--- config.mk ---
export PLATFORM = sky130hd
export DESIGN_NAME = mem_seq_ctrl_flat
export DESIGN_NICKNAME = d
export VERILOG_FILES = /design/src/rtl/mem_seq_ctrl_pkg.sv /design/src/rtl/mem_seq_ctrl_if.sv /design/src/rtl/mem_seq_ptr.sv /design/src/rtl/mem_seq_ctrl.sv /design/src/flat_wrapper.sv
export SDC_FILE = /design/constraint.sdc
export NUM_CORES = 1
export LEC_CHECK = 0
export ABC_AREA = 1
export ABC_CLOCK_PERIOD_IN_PS = 4870
export CORE_MARGIN = 2
export CORE_UTILIZATION = 51
export DETAILED_ROUTE_END_ITERATION = 7
export GPL_TIMING_DRIVEN = 1
export PLACE_DENSITY = 0.85
export SLEW_MARGIN = 20
export SYNTH_ARGS = -nofsm -noshare
export SYNTH_HDL_FRONTEND = slang
export SYNTH_SLANG_ARGS = --single-unit
--- constraint.sdc ---
create_clock -name CLK -period 4.87 [get_ports CLK]
set_input_delay 1.2175 -clock CLK [delete_from_list [all_inputs] [get_ports CLK]]
set_output_delay 1.2175 -clock CLK [all_outputs]
set_load 0.005 [all_outputs]
--- src/rtl/mem_seq_ctrl_pkg.sv ---
// Shared definitions for the scratch-memory command sequencer: widths,
// opcodes, FSM encoding and small opcode/address helpers.
package mem_seq_ctrl_pkg;

  // Defaults shared with the 6-nibble scratch memory block.
  localparam int DATA_W = 4;
  localparam int ADDR_W = 3;
  localparam int DEPTH  = 6;

  typedef enum logic [2:0] {
    OP_NOP  = 3'd0,
    OP_LD   = 3'd1,
    OP_ST   = 3'd2,
    OP_INC  = 3'd3,
    OP_DEC  = 3'd4,
    OP_SETP = 3'd5,
    OP_LDI  = 3'd6,
    OP_STI  = 3'd7
  } op_t;

  typedef enum logic [1:0] {
    IDLE   = 2'd0,
    ACCESS = 2'd1,
    WBACK  = 2'd2,
    DONE   = 2'd3
  } state_t;

  // Only the first DEPTH locations exist; everything above is an error.
  function automatic logic addrValid(input logic [ADDR_W-1:0] a);
    return (int'(a) < DEPTH);
  endfunction

  // Pointer-indexed ops take their address from PTR and bump it when done.
  function automatic logic usesPtr(input op_t op);
    return (op == OP_LDI) || (op == OP_STI);
  endfunction

  function automatic logic isStore(input op_t op);
    return (op == OP_ST) || (op == OP_STI);
  endfunction

  function automatic logic isRmw(input op_t op);
    return (op == OP_INC) || (op == OP_DEC);
  endfunction

endpackage

--- src/rtl/mem_seq_ctrl_if.sv ---
// Command, result and memory-pin bundle of the sequencer.
//
// Handshake: a command transfers on a rising CLK edge where CMD_VALID and
// CMD_READY are both 1. CMD_READY never depends on CMD_VALID. Once accepted,
// the command's fields are latched and CMD_* is ignored until the controller
// is back in IDLE. RES_VALID is a single-cycle pulse with no back-pressure.
//
// modport master: command source plus memory (drives CMD_* and MEM_DO).
// modport slave : the sequencer itself.
interface mem_seq_ctrl_if;
  import mem_seq_ctrl_pkg::*;

  logic              CMD_VALID;
  logic              CMD_READY;
  logic [2:0]        CMD_OP;
  logic [ADDR_W-1:0] CMD_ADR;
  logic [DATA_W-1:0] CMD_DATA;
  logic              RES_VALID;
  logic [DATA_W-1:0] RES_DATA;
  logic              RES_CARRY;
  logic              RES_ERR;
  logic [ADDR_W-1:0] PTR;
  logic [ADDR_W-1:0] MEM_ADR;
  logic [DATA_W-1:0] MEM_DI;
  logic [DATA_W-1:0] MEM_DO;
  logic              MEM_EN;
  logic              MEM_WR;

  modport master (
    output CMD_VALID, CMD_OP, CMD_ADR, CMD_DATA, MEM_DO,
    input  CMD_READY, RES_VALID, RES_DATA, RES_CARRY, RES_ERR, PTR,
           MEM_ADR, MEM_DI, MEM_EN, MEM_WR
  );

  modport slave (
    input  CMD_VALID, CMD_OP, CMD_ADR, CMD_DATA, MEM_DO,
    output CMD_READY, RES_VALID, RES_DATA, RES_CARRY, RES_ERR, PTR,
           MEM_ADR, MEM_DI, MEM_EN, MEM_WR
  );
endinterface

--- src/rtl/mem_seq_ptr.sv ---
// Index pointer for LDI/STI: range-checked load and wrapping increment.
module mem_seq_ptr
  import mem_seq_ctrl_pkg::*;
(
  input  logic              clk,
  input  logic              rst,
  input  logic              load,
  input  logic [ADDR_W-1:0] loadVal,
  input  logic              inc,
  output logic [ADDR_W-1:0] ptr,
  output logic              loadOk
);

  // An out-of-range load value is refused and reported to the FSM.
  assign loadOk = addrValid(loadVal);

  // Pointer register: refused loads leave it untouched; increment wraps at DEPTH.
  always_ff @(posedge clk) begin
    if (rst) begin
      ptr <= '0;
    end else if (load && loadOk) begin
      ptr <= loadVal;
    end else if (inc) begin
      ptr <= (ptr == ADDR_W'(DEPTH - 1)) ? '0 : ptr + ADDR_W'(1);
    end
  end

endmodule

--- src/rtl/mem_seq_ctrl.sv ---
// Command sequencer for the 6-nibble scratch memory. One command at a time:
// IDLE accepts, ACCESS does the single read or write, WBACK writes back the
// incremented/decremented nibble, DONE pulses the result.
module mem_seq_ctrl
  import mem_seq_ctrl_pkg::*;
(
  input  logic         CLK,
  input  logic         RST,
  mem_seq_ctrl_if.slave bus,
  output state_t       dbgState
);

  state_t            state, stateNext;
  op_t               opR;
  logic [ADDR_W-1:0] adrR;
  logic [DATA_W-1:0] dataR;
  logic [DATA_W-1:0] resDataR;
  logic              carryR;
  logic              errR;

  logic              cmdReady;
  logic              accept;
  op_t               cmdOp;
  logic [ADDR_W-1:0] effAdr;
  logic [ADDR_W-1:0] ptr;
  logic              ptrLoad;
  logic              ptrInc;
  logic              ptrLoadOk;
  logic              memEn;
  logic              memWr;
  logic [ADDR_W-1:0] memAdr;
  logic [DATA_W-1:0] memDi;
  logic [DATA_W-1:0] wbVal;
  logic              wbCarry;
  logic              resValid;
  logic              resOut;

  assign cmdReady = (state == IDLE) && !RST;
  assign accept   = bus.CMD_VALID && cmdReady;
  assign cmdOp    = op_t'(bus.CMD_OP);
  assign effAdr   = usesPtr(cmdOp) ? ptr : bus.CMD_ADR;

  // resDataR holds the nibble captured in ACCESS while in WBACK.
  assign wbVal   = (opR == OP_INC) ? resDataR + DATA_W'(1) : resDataR - DATA_W'(1);
  assign wbCarry = (opR == OP_INC) ? (resDataR == '1) : (resDataR == '0);

  mem_seq_ptr uPtr (
    .clk     (CLK),
    .rst     (RST),
    .load    (ptrLoad),
    .loadVal (bus.CMD_ADR),
    .inc     (ptrInc),
    .ptr     (ptr),
    .loadOk  (ptrLoadOk)
  );

  // State register.
  always_ff @(posedge CLK) begin
    if (RST) state <= IDLE;
    else     state <= stateNext;
  end

  // Command latch and result registers; reset discards any command in flight.
  always_ff @(posedge CLK) begin
    if (RST) begin
      opR      <= OP_NOP;
      adrR     <= '0;
      dataR    <= '0;
      resDataR <= '0;
      carryR   <= 1'b0;
      errR     <= 1'b0;
    end else begin
      case (state)
        IDLE: begin
          if (accept) begin
            opR      <= cmdOp;
            adrR     <= effAdr;
            dataR    <= bus.CMD_DATA;
            resDataR <= '0;
            carryR   <= 1'b0;
            if (cmdOp == OP_SETP)     errR <= !ptrLoadOk;
            else if (cmdOp == OP_NOP) errR <= 1'b0;
            else                      errR <= !addrValid(effAdr);
          end
        end
        ACCESS: begin
          if (!isStore(opR)) resDataR <= bus.MEM_DO;
        end
        WBACK: begin
          resDataR <= wbVal;
          carryR   <= wbCarry;
        end
        default: ;
      endcase
    end
  end

  // Next-state and memory/pointer strobes.
  always_comb begin
    stateNext = state;
    memEn     = 1'b0;
    memWr     = 1'b0;
    memAdr    = '0;
    memDi     = '0;
    resValid  = 1'b0;
    ptrLoad   = 1'b0;
    ptrInc    = 1'b0;
    case (state)
      IDLE: begin
        if (accept) begin
          case (cmdOp)
            OP_NOP:  stateNext = IDLE;
            OP_SETP: begin
              ptrLoad   = 1'b1;
              stateNext = DONE;
            end
            default: stateNext = addrValid(effAdr) ? ACCESS : DONE;
          endcase
        end
      end
      ACCESS: begin
        memEn  = 1'b1;
        memAdr = adrR;
        if (isStore(opR)) begin
          memWr     = 1'b1;
          memDi     = dataR;
          stateNext = DONE;
        end else if (isRmw(opR)) begin
          stateNext = WBACK;
        end else begin
          stateNext = DONE;
        end
      end
      WBACK: begin
        memEn     = 1'b1;
        memWr     = 1'b1;
        memAdr    = adrR;
        memDi     = wbVal;
        stateNext = DONE;
      end
      DONE: begin
        resValid  = 1'b1;
        ptrInc    = usesPtr(opR) && !errR;
        stateNext = IDLE;
      end
      default: stateNext = IDLE;
    endcase
  end

  // Reset masks the memory pins and the result so an aborted command leaves no trace.
  assign resOut        = resValid && !RST;
  assign bus.CMD_READY = cmdReady;
  assign bus.MEM_EN    = memEn && !RST;
  assign bus.MEM_WR    = memWr && !RST;
  assign bus.MEM_ADR   = RST ? '0 : memAdr;
  assign bus.MEM_DI    = RST ? '0 : memDi;
  assign bus.RES_VALID = resOut;
  assign bus.RES_DATA  = resOut ? resDataR : '0;
  assign bus.RES_CARRY = resOut && carryR;
  assign bus.RES_ERR   = resOut && errR;
  assign bus.PTR       = ptr;
  assign dbgState      = state;

endmodule

--- src/flat_wrapper.sv ---
// flat-port wrapper written by rule: the top's interface ports become plain ports
module mem_seq_ctrl_flat import mem_seq_ctrl_pkg::*;
  (CLK, RST, dbgState, bus_CMD_VALID, bus_CMD_OP, bus_CMD_ADR, bus_CMD_DATA, bus_MEM_DO, bus_CMD_READY, bus_RES_VALID, bus_RES_DATA, bus_RES_CARRY, bus_RES_ERR, bus_PTR, bus_MEM_ADR, bus_MEM_DI, bus_MEM_EN, bus_MEM_WR);
  mem_seq_ctrl_if bus_i ();
  input  logic CLK;
  input  logic RST;
  output state_t dbgState;
  input wire logic [$bits(bus_i.CMD_VALID)-1:0] bus_CMD_VALID;
  input wire logic [$bits(bus_i.CMD_OP)-1:0] bus_CMD_OP;
  input wire logic [$bits(bus_i.CMD_ADR)-1:0] bus_CMD_ADR;
  input wire logic [$bits(bus_i.CMD_DATA)-1:0] bus_CMD_DATA;
  input wire logic [$bits(bus_i.MEM_DO)-1:0] bus_MEM_DO;
  output wire logic [$bits(bus_i.CMD_READY)-1:0] bus_CMD_READY;
  output wire logic [$bits(bus_i.RES_VALID)-1:0] bus_RES_VALID;
  output wire logic [$bits(bus_i.RES_DATA)-1:0] bus_RES_DATA;
  output wire logic [$bits(bus_i.RES_CARRY)-1:0] bus_RES_CARRY;
  output wire logic [$bits(bus_i.RES_ERR)-1:0] bus_RES_ERR;
  output wire logic [$bits(bus_i.PTR)-1:0] bus_PTR;
  output wire logic [$bits(bus_i.MEM_ADR)-1:0] bus_MEM_ADR;
  output wire logic [$bits(bus_i.MEM_DI)-1:0] bus_MEM_DI;
  output wire logic [$bits(bus_i.MEM_EN)-1:0] bus_MEM_EN;
  output wire logic [$bits(bus_i.MEM_WR)-1:0] bus_MEM_WR;
  assign bus_i.CMD_VALID = bus_CMD_VALID;
  assign bus_i.CMD_OP = bus_CMD_OP;
  assign bus_i.CMD_ADR = bus_CMD_ADR;
  assign bus_i.CMD_DATA = bus_CMD_DATA;
  assign bus_i.MEM_DO = bus_MEM_DO;
  assign bus_CMD_READY = bus_i.CMD_READY;
  assign bus_RES_VALID = bus_i.RES_VALID;
  assign bus_RES_DATA = bus_i.RES_DATA;
  assign bus_RES_CARRY = bus_i.RES_CARRY;
  assign bus_RES_ERR = bus_i.RES_ERR;
  assign bus_PTR = bus_i.PTR;
  assign bus_MEM_ADR = bus_i.MEM_ADR;
  assign bus_MEM_DI = bus_i.MEM_DI;
  assign bus_MEM_EN = bus_i.MEM_EN;
  assign bus_MEM_WR = bus_i.MEM_WR;
  mem_seq_ctrl u_core (.CLK(CLK), .RST(RST), .bus(bus_i), .dbgState(dbgState));
endmodule
## After elaboration in Yosys (flattened, before gate mapping)

Index checks and enable logic that the tools add are counted.

- Bits in registers: 21
- Bits of input ports: 17
- Logic and storage cells: 88

- Add/subtract/negate cells: 3
- $lt $le $gt $ge: 2
- Equality and inequality tests: 15
- Multiplexer cells: 33
- Reduce and logical (&&, ||, !) cells: 27

Operator list:

| kind | count |
|---|---|
| $mux 4 | 6 |
| $eq 3x3->1 const B | 7 |
| $mux 3 | 6 |
| $mux 1 | 12 |
| $pmux 4 s3 | 1 |
| $logic_and 1x1->1 | 9 |
| $pmux 2 s4 | 1 |
| $pmux 4 s2 | 1 |
| $eq 3x2->1 const B | 2 |
| $lt 3x3->1 const B | 2 |
| $mux 2 | 3 |
| $add 4x1->4 const B | 1 |
| $eq 2x2->1 const B | 2 |
| $eq 4x4->1 const B | 1 |
| $logic_not 1->1 | 4 |
| $logic_not 4->1 | 1 |
| $logic_or 1x1->1 | 4 |
| $pmux 1 s2 | 2 |
| $pmux 2 s2 | 1 |
| $reduce_and 2->1 | 2 |
| $reduce_bool 2->1 | 2 |
| $sub 4x1->4 const B | 1 |
| $add 3x1->3 const B | 1 |
| $logic_not 3->1 | 1 |
| other kinds (7) | 7 |

## Longest topological paths before layout

- Depth in word-level cells: 8
- Depth in mapped cells: 11
- Gate-level depth less buffers: 11

## Cells and area by module

A second synthesis with hierarchy kept.

- Cell total of the unflattened synthesis: 216
- Area, all modules: 1406.3 um^2

By module, submodules not included:

| module | times used | cells an instance | area an instance (um^2) | sequential area each (um^2) |
|---|---|---|---|---|
| mem_seq_ctrl | 1 | 187 | 1209.9 | 360.3 |
| mem_seq_ptr | 1 | 29 | 196.4 | 60.1 |

## Worst setup path before layout

OpenSTA, ideal clock, no wires.

- Kind: input to output
- Start point: in RST
- End point: out bus_MEM_DI[2]
- Data arrival time: 1.801 ns
- Data required time: 3.653 ns
- Setup slack: 1.852 ns
- Stages: 4
- Path buffers: 1
- Cells stage by stage: buf_2 -> nor2_1 -> inv_1 -> a21oi_1

- Cells in the longest elaborated chain, start to end: 1

RTL lines:

| what | line | source |
|---|---|---|
| start: declaration | flat_wrapper.sv:6 | `input logic RST;` |
| $mux 4 | mem_seq_ctrl.sv:156 | `assign bus.MEM_DI = RST ? '0 : memDi;` |
| end: declaration | flat_wrapper.sv:20 | `output wire logic [$bits(bus_i.MEM_DI)-1:0] bus_MEM_DI;` |

No other way between the ends.

## Worst setup path after layout

- Start point: in RST
- End point: out bus_MEM_WR

- Cells in the longest elaborated chain, start to end: 2

RTL lines:

| what | line | source |
|---|---|---|
| $logic_not 1->1 | mem_seq_ctrl.sv:154 | `assign bus.MEM_WR = memWr && !RST;` |
| $logic_and 1x1->1 | mem_seq_ctrl.sv:154 |  |
| end: declaration | flat_wrapper.sv:22 | `output wire logic [$bits(bus_i.MEM_WR)-1:0] bus_MEM_WR;` |

No other way between the ends.

==> impl_results.rst <==
.. list-table::
   :header-rows: 1

   * - Metric
     - Value
   * - Number of different library cells in the post-synthesis netlist
     - 24
   * - DRC violations left
     - 0
   * - Overall track demand over capacity in global routing
     - between 20 and 25%
   * - Maximum number of pins on one net before global-route repair
     - 14
   * - Peak supply drop
     - between 0.3 and 0.4 mV
   * - Post-Route Hold Slack
     - approximately 0.48 ns
   * - Antenna cells
     - 0
   * - Measured slew at the worst slew-check pin
     - around 0.37 ns
   * - Longest individual stage delay on the worst path
     - 0.56 ns
   * - Die Span X
     - 55.62 um
   * - Wire length after detailed routing
     - ~3400 um
   * - Worst R2R Setup Slack
     - between 2 and 3 ns
   * - Clock-pin slew reported for the worst setup and hold paths after clock tree synthesis
     - 0.12 ns
   * - Total overflow reported by the global router
     - 0
   * - Via count normalized by instance count
     - about 5.2
   * - Number of global-route vias before repair
     - 1,301
   * - Layout-stage area growth over the synthesis result
     - 32.04%
   * - CP Data Required Time
     - around 3.7 ns
   * - Global-route wire length before repair
     - 5713 um
   * - Number of maximum-capacitance violations
     - 0
   * - Antenna violations before repair
     - 0
   * - Final RePlAce weighted congestion
     - approximately 1
   * - Number of cells upsized or downsized after cts
     - 0
   * - Overall power after layout
     - between 0.6 and 0.7 mW
   * - Sort of element at the start of the critical path
     - primary input
   * - Sum of net half-perimeters after detailed placement
     - roughly 2800 um
   * - Initial core utilization
     - 54.35%
   * - Number of hold-repair buffers added at the cts stage
     - 0
   * - Maximum clock skew at final layout
     - 0.006961 ns
   * - Number of buffers inserted to repair setup after CTS
     - 0
   * - Max Fclk
     - between 0.2 and 0.25 GHz
   * - Clock Path Buffers
     - 2
   * - Die outline height
     - around 56 um
   * - Crit share post-route
     - a little under nine tenths
   * - FILL cells
     - 230
   * - Cell area after layout
     - about 0.0018 sq mm
   * - Unrepaired setup endpoints after global routing
     - no
   * - Final period demand of the worst path
     - 4.173 ns
   * - Status
     - finished, final reports clean
   * - Cells along the critical path
     - clkdlybuf4s50_1 -> buf_4 -> nor2_1 -> inv_1 -> a21oi_1 -> clkdlybuf4s50_1
   * - Setup TNS Final
     - 0 ns
   * - Worst path most repeated cell
     - sky130_fd_sc_hd__clkdlybuf4s50_1
   * - Number of top-level design ports
     - 39
   * - Cell chosen for the clock root
     - sky130_fd_sc_hd__clkbuf_4
   * - Synthesized flop and latch total
     - 21
   * - CTS sink count
     - 21
   * - Power per cell area
     - approximately 370 mW/mm^2
   * - Site Rows
     - 18
   * - Master of the slowest instance on the critical path
     - sky130_fd_sc_hd__clkdlybuf4s50_1
   * - Total number of vias
     - about 1,500
   * - Final Setup Violations
     - 0
   * - Final routed wire length divided by cell count
     - around 12 um
   * - DRT iter0 DRCs
     - 60
   * - Max Fanout on Critical Path
     - 7
   * - DRT Pass-1 Iters
     - 4
   * - Clock tree from TritonCTS
     - done
   * - Critical path class
     - primary input to primary output
   * - Number of nets produced by synthesis
     - roughly 230
   * - Worst hold path class
     - register to register
   * - Share of final-layout standard cells stronger than drive strength 1
     - under 10%
   * - Number of failing hold endpoints at the final stage
     - 0
   * - Area post-placement
     - 0.001767 sq mm
   * - Clock latency reported for the late side of the worst-skew pair
     - just over 0.3 ns
   * - Number of instances in the synthesized netlist
     - roughly 210
   * - Kind of end point of the critical path
     - primary output
   * - Post-synthesis area per instance
     - approximately 6.5 sq um
   * - Share of synthesized area occupied by flip-flops and latches
     - 30.94%
   * - Yosys Warn Count
     - 0
   * - Floorplan die area
     - just over 0.003 sq mm
   * - Number of I/O port buffers
     - 38
   * - WP data arrival
     - 2.96 ns
   * - Standard cell core area
     - around 0.0025 sq mm
   * - Net count reported at finish
     - roughly 270
   * - Relative slew slack
     - between 70% and 80%
   * - Cell leakage power
     - between 0.7 and 0.8 nW
   * - Number of buffers created by CTS
     - 3
   * - Routed Antenna Nets
     - 0
   * - Post-synth design cell area
     - roughly 0.0014 sq mm
   * - Fin. max-slew vios
     - 0
   * - H-tree level count
     - 1
[path summary, 6_finish.rpt]
check / from / endpoint / cells after the start
max: RST / bus_MEM_WR / 6
min: u_core.dataR[1] / u_core.dataR[1] / 2
max reg2reg: u_core.dbgState[0] / u_core.uPtr.ptr[0] / 10
min reg2reg: u_core.dataR[1] / u_core.dataR[1] / 2
[synth_stat cells (all sizes together)]
cell type	instances	area [sq um]
a21oi	13	80.07
a22oi	1	7.510
a31oi	3	18.77
buf	2	10.01
clkbuf	2	7.510
dfxtp	21	420.4
fa	1	20.02
ha	7	87.58
inv	32	120.1
nand2	60	232.7
nand3	19	107.6
nand4	7	43.79
nor2	19	81.33
nor3	1	5.000
o211ai	2	15.01
o21ai	17	85.08
o31ai	1	7.510
xnor2	1	8.760
[area by class of cell]
class                           count  area [sq um]  share of cell area, %
Sequential cell                    21         420.4                  23.43
Clock inverter                      1         5.005                 0.2789
Multi-Input combinational cell    152         800.8                  44.63
Inverter                           32         120.1                  6.695
Tap cell                           30         37.54                  2.092
Timing Repair Buffer               39         387.9                  21.62
Clock buffer                        3         22.52                  1.255
[kinds of logic (layout without fill, tap and decap cells)]
family                   Yosys count  in the layout  share of synthesized area (%)
AND/OR/NAND/NOR                  106            106                          34.62
AO/OA/AOI/OAI                     37             37                          15.75
buffers and inverters             36             75                          10.13
flip-flops                        21             21                          30.94
adder cells (fa/ha/maj)            8              8                          7.919
XOR/XNOR                           1              1                         0.6447
[cells in the final DEF, fill, tap and decap left out]
| cell type | n |
|---|---|
| sky130_fd_sc_hd__clkinv_2 | 1 |
| sky130_fd_sc_hd__buf_4 | 1 |
| sky130_fd_sc_hd__a22oi_1 | 1 |
| sky130_fd_sc_hd__fa_1 | 1 |
| sky130_fd_sc_hd__clkbuf_4 | 3 |
| sky130_fd_sc_hd__nor2_4 | 1 |
| sky130_fd_sc_hd__o211ai_1 | 2 |
| sky130_fd_sc_hd__nand3_1 | 18 |
| sky130_fd_sc_hd__nand2_2 | 3 |
| sky130_fd_sc_hd__nor2_2 | 1 |
| sky130_fd_sc_hd__dfxtp_1 | 21 |
| sky130_fd_sc_hd__o21ai_0 | 17 |
| sky130_fd_sc_hd__nand3_4 | 1 |
| sky130_fd_sc_hd__nor3_1 | 1 |
| sky130_fd_sc_hd__nand2_1 | 57 |
| sky130_fd_sc_hd__ha_1 | 7 |
| sky130_fd_sc_hd__a31oi_1 | 3 |
| sky130_fd_sc_hd__clkdlybuf4s50_1 | 38 |
| sky130_fd_sc_hd__nor2_1 | 17 |
| sky130_fd_sc_hd__o31ai_1 | 1 |
| sky130_fd_sc_hd__a21oi_1 | 9 |
| sky130_fd_sc_hd__a21oi_2 | 4 |
| sky130_fd_sc_hd__inv_2 | 1 |
| sky130_fd_sc_hd__xnor2_1 | 1 |
| sky130_fd_sc_hd__nand4_1 | 7 |
| sky130_fd_sc_hd__inv_1 | 31 |
[metrics by stage]
step / worst slack, ns / util [%] / instances
after floorplan: 1.852 / - / 209
after global placement: 0.7325 / 70.67 / 274
after detailed placement: 0.6988 / 70.67 / 274
after CTS: 0.7033 / 71.77 / 278
after global routing: 0.5732 / 71.77 / 278
final: 0.6974 / 71.77 / 278
[power by group]
part	switching (mW)	internal (mW)	leakage (nW)
clock network	0.0544	0.0308	0.0177
logic	0.207	0.146	0.568
registers	0.0281	0.202	0.171
total	0.289	0.379	0.757
[per-layer routing]
layer	vias up	track usage [%]	routed length, um
met5	-	0	0
met4	0	6.620	57
met3	7	4.419	134
met2	27	36.39	1527
met1	654	31.74	1683
li1	763	-	-
[worst max-delay path: cells and delay by family]
kind / cells / cell delay, ns
simple gates: 1 / 0.13
compound gates: 1 / 0.16
buf+inv: 4 / 1.44
[sequential cells by signal (all words and copies together), names as in the netlist]
| register | cells |
|---|---|
| u_core.carryR | 1 |
| u_core.adrR | 3 |
| u_core.opR | 3 |
| u_core.resDataR | 4 |
| u_core.uPtr.ptr | 3 |
| u_core.dbgState | 2 |
| u_core.errR | 1 |
| u_core.dataR | 4 |
Note: power is estimated with default switching activity, not from simulation.
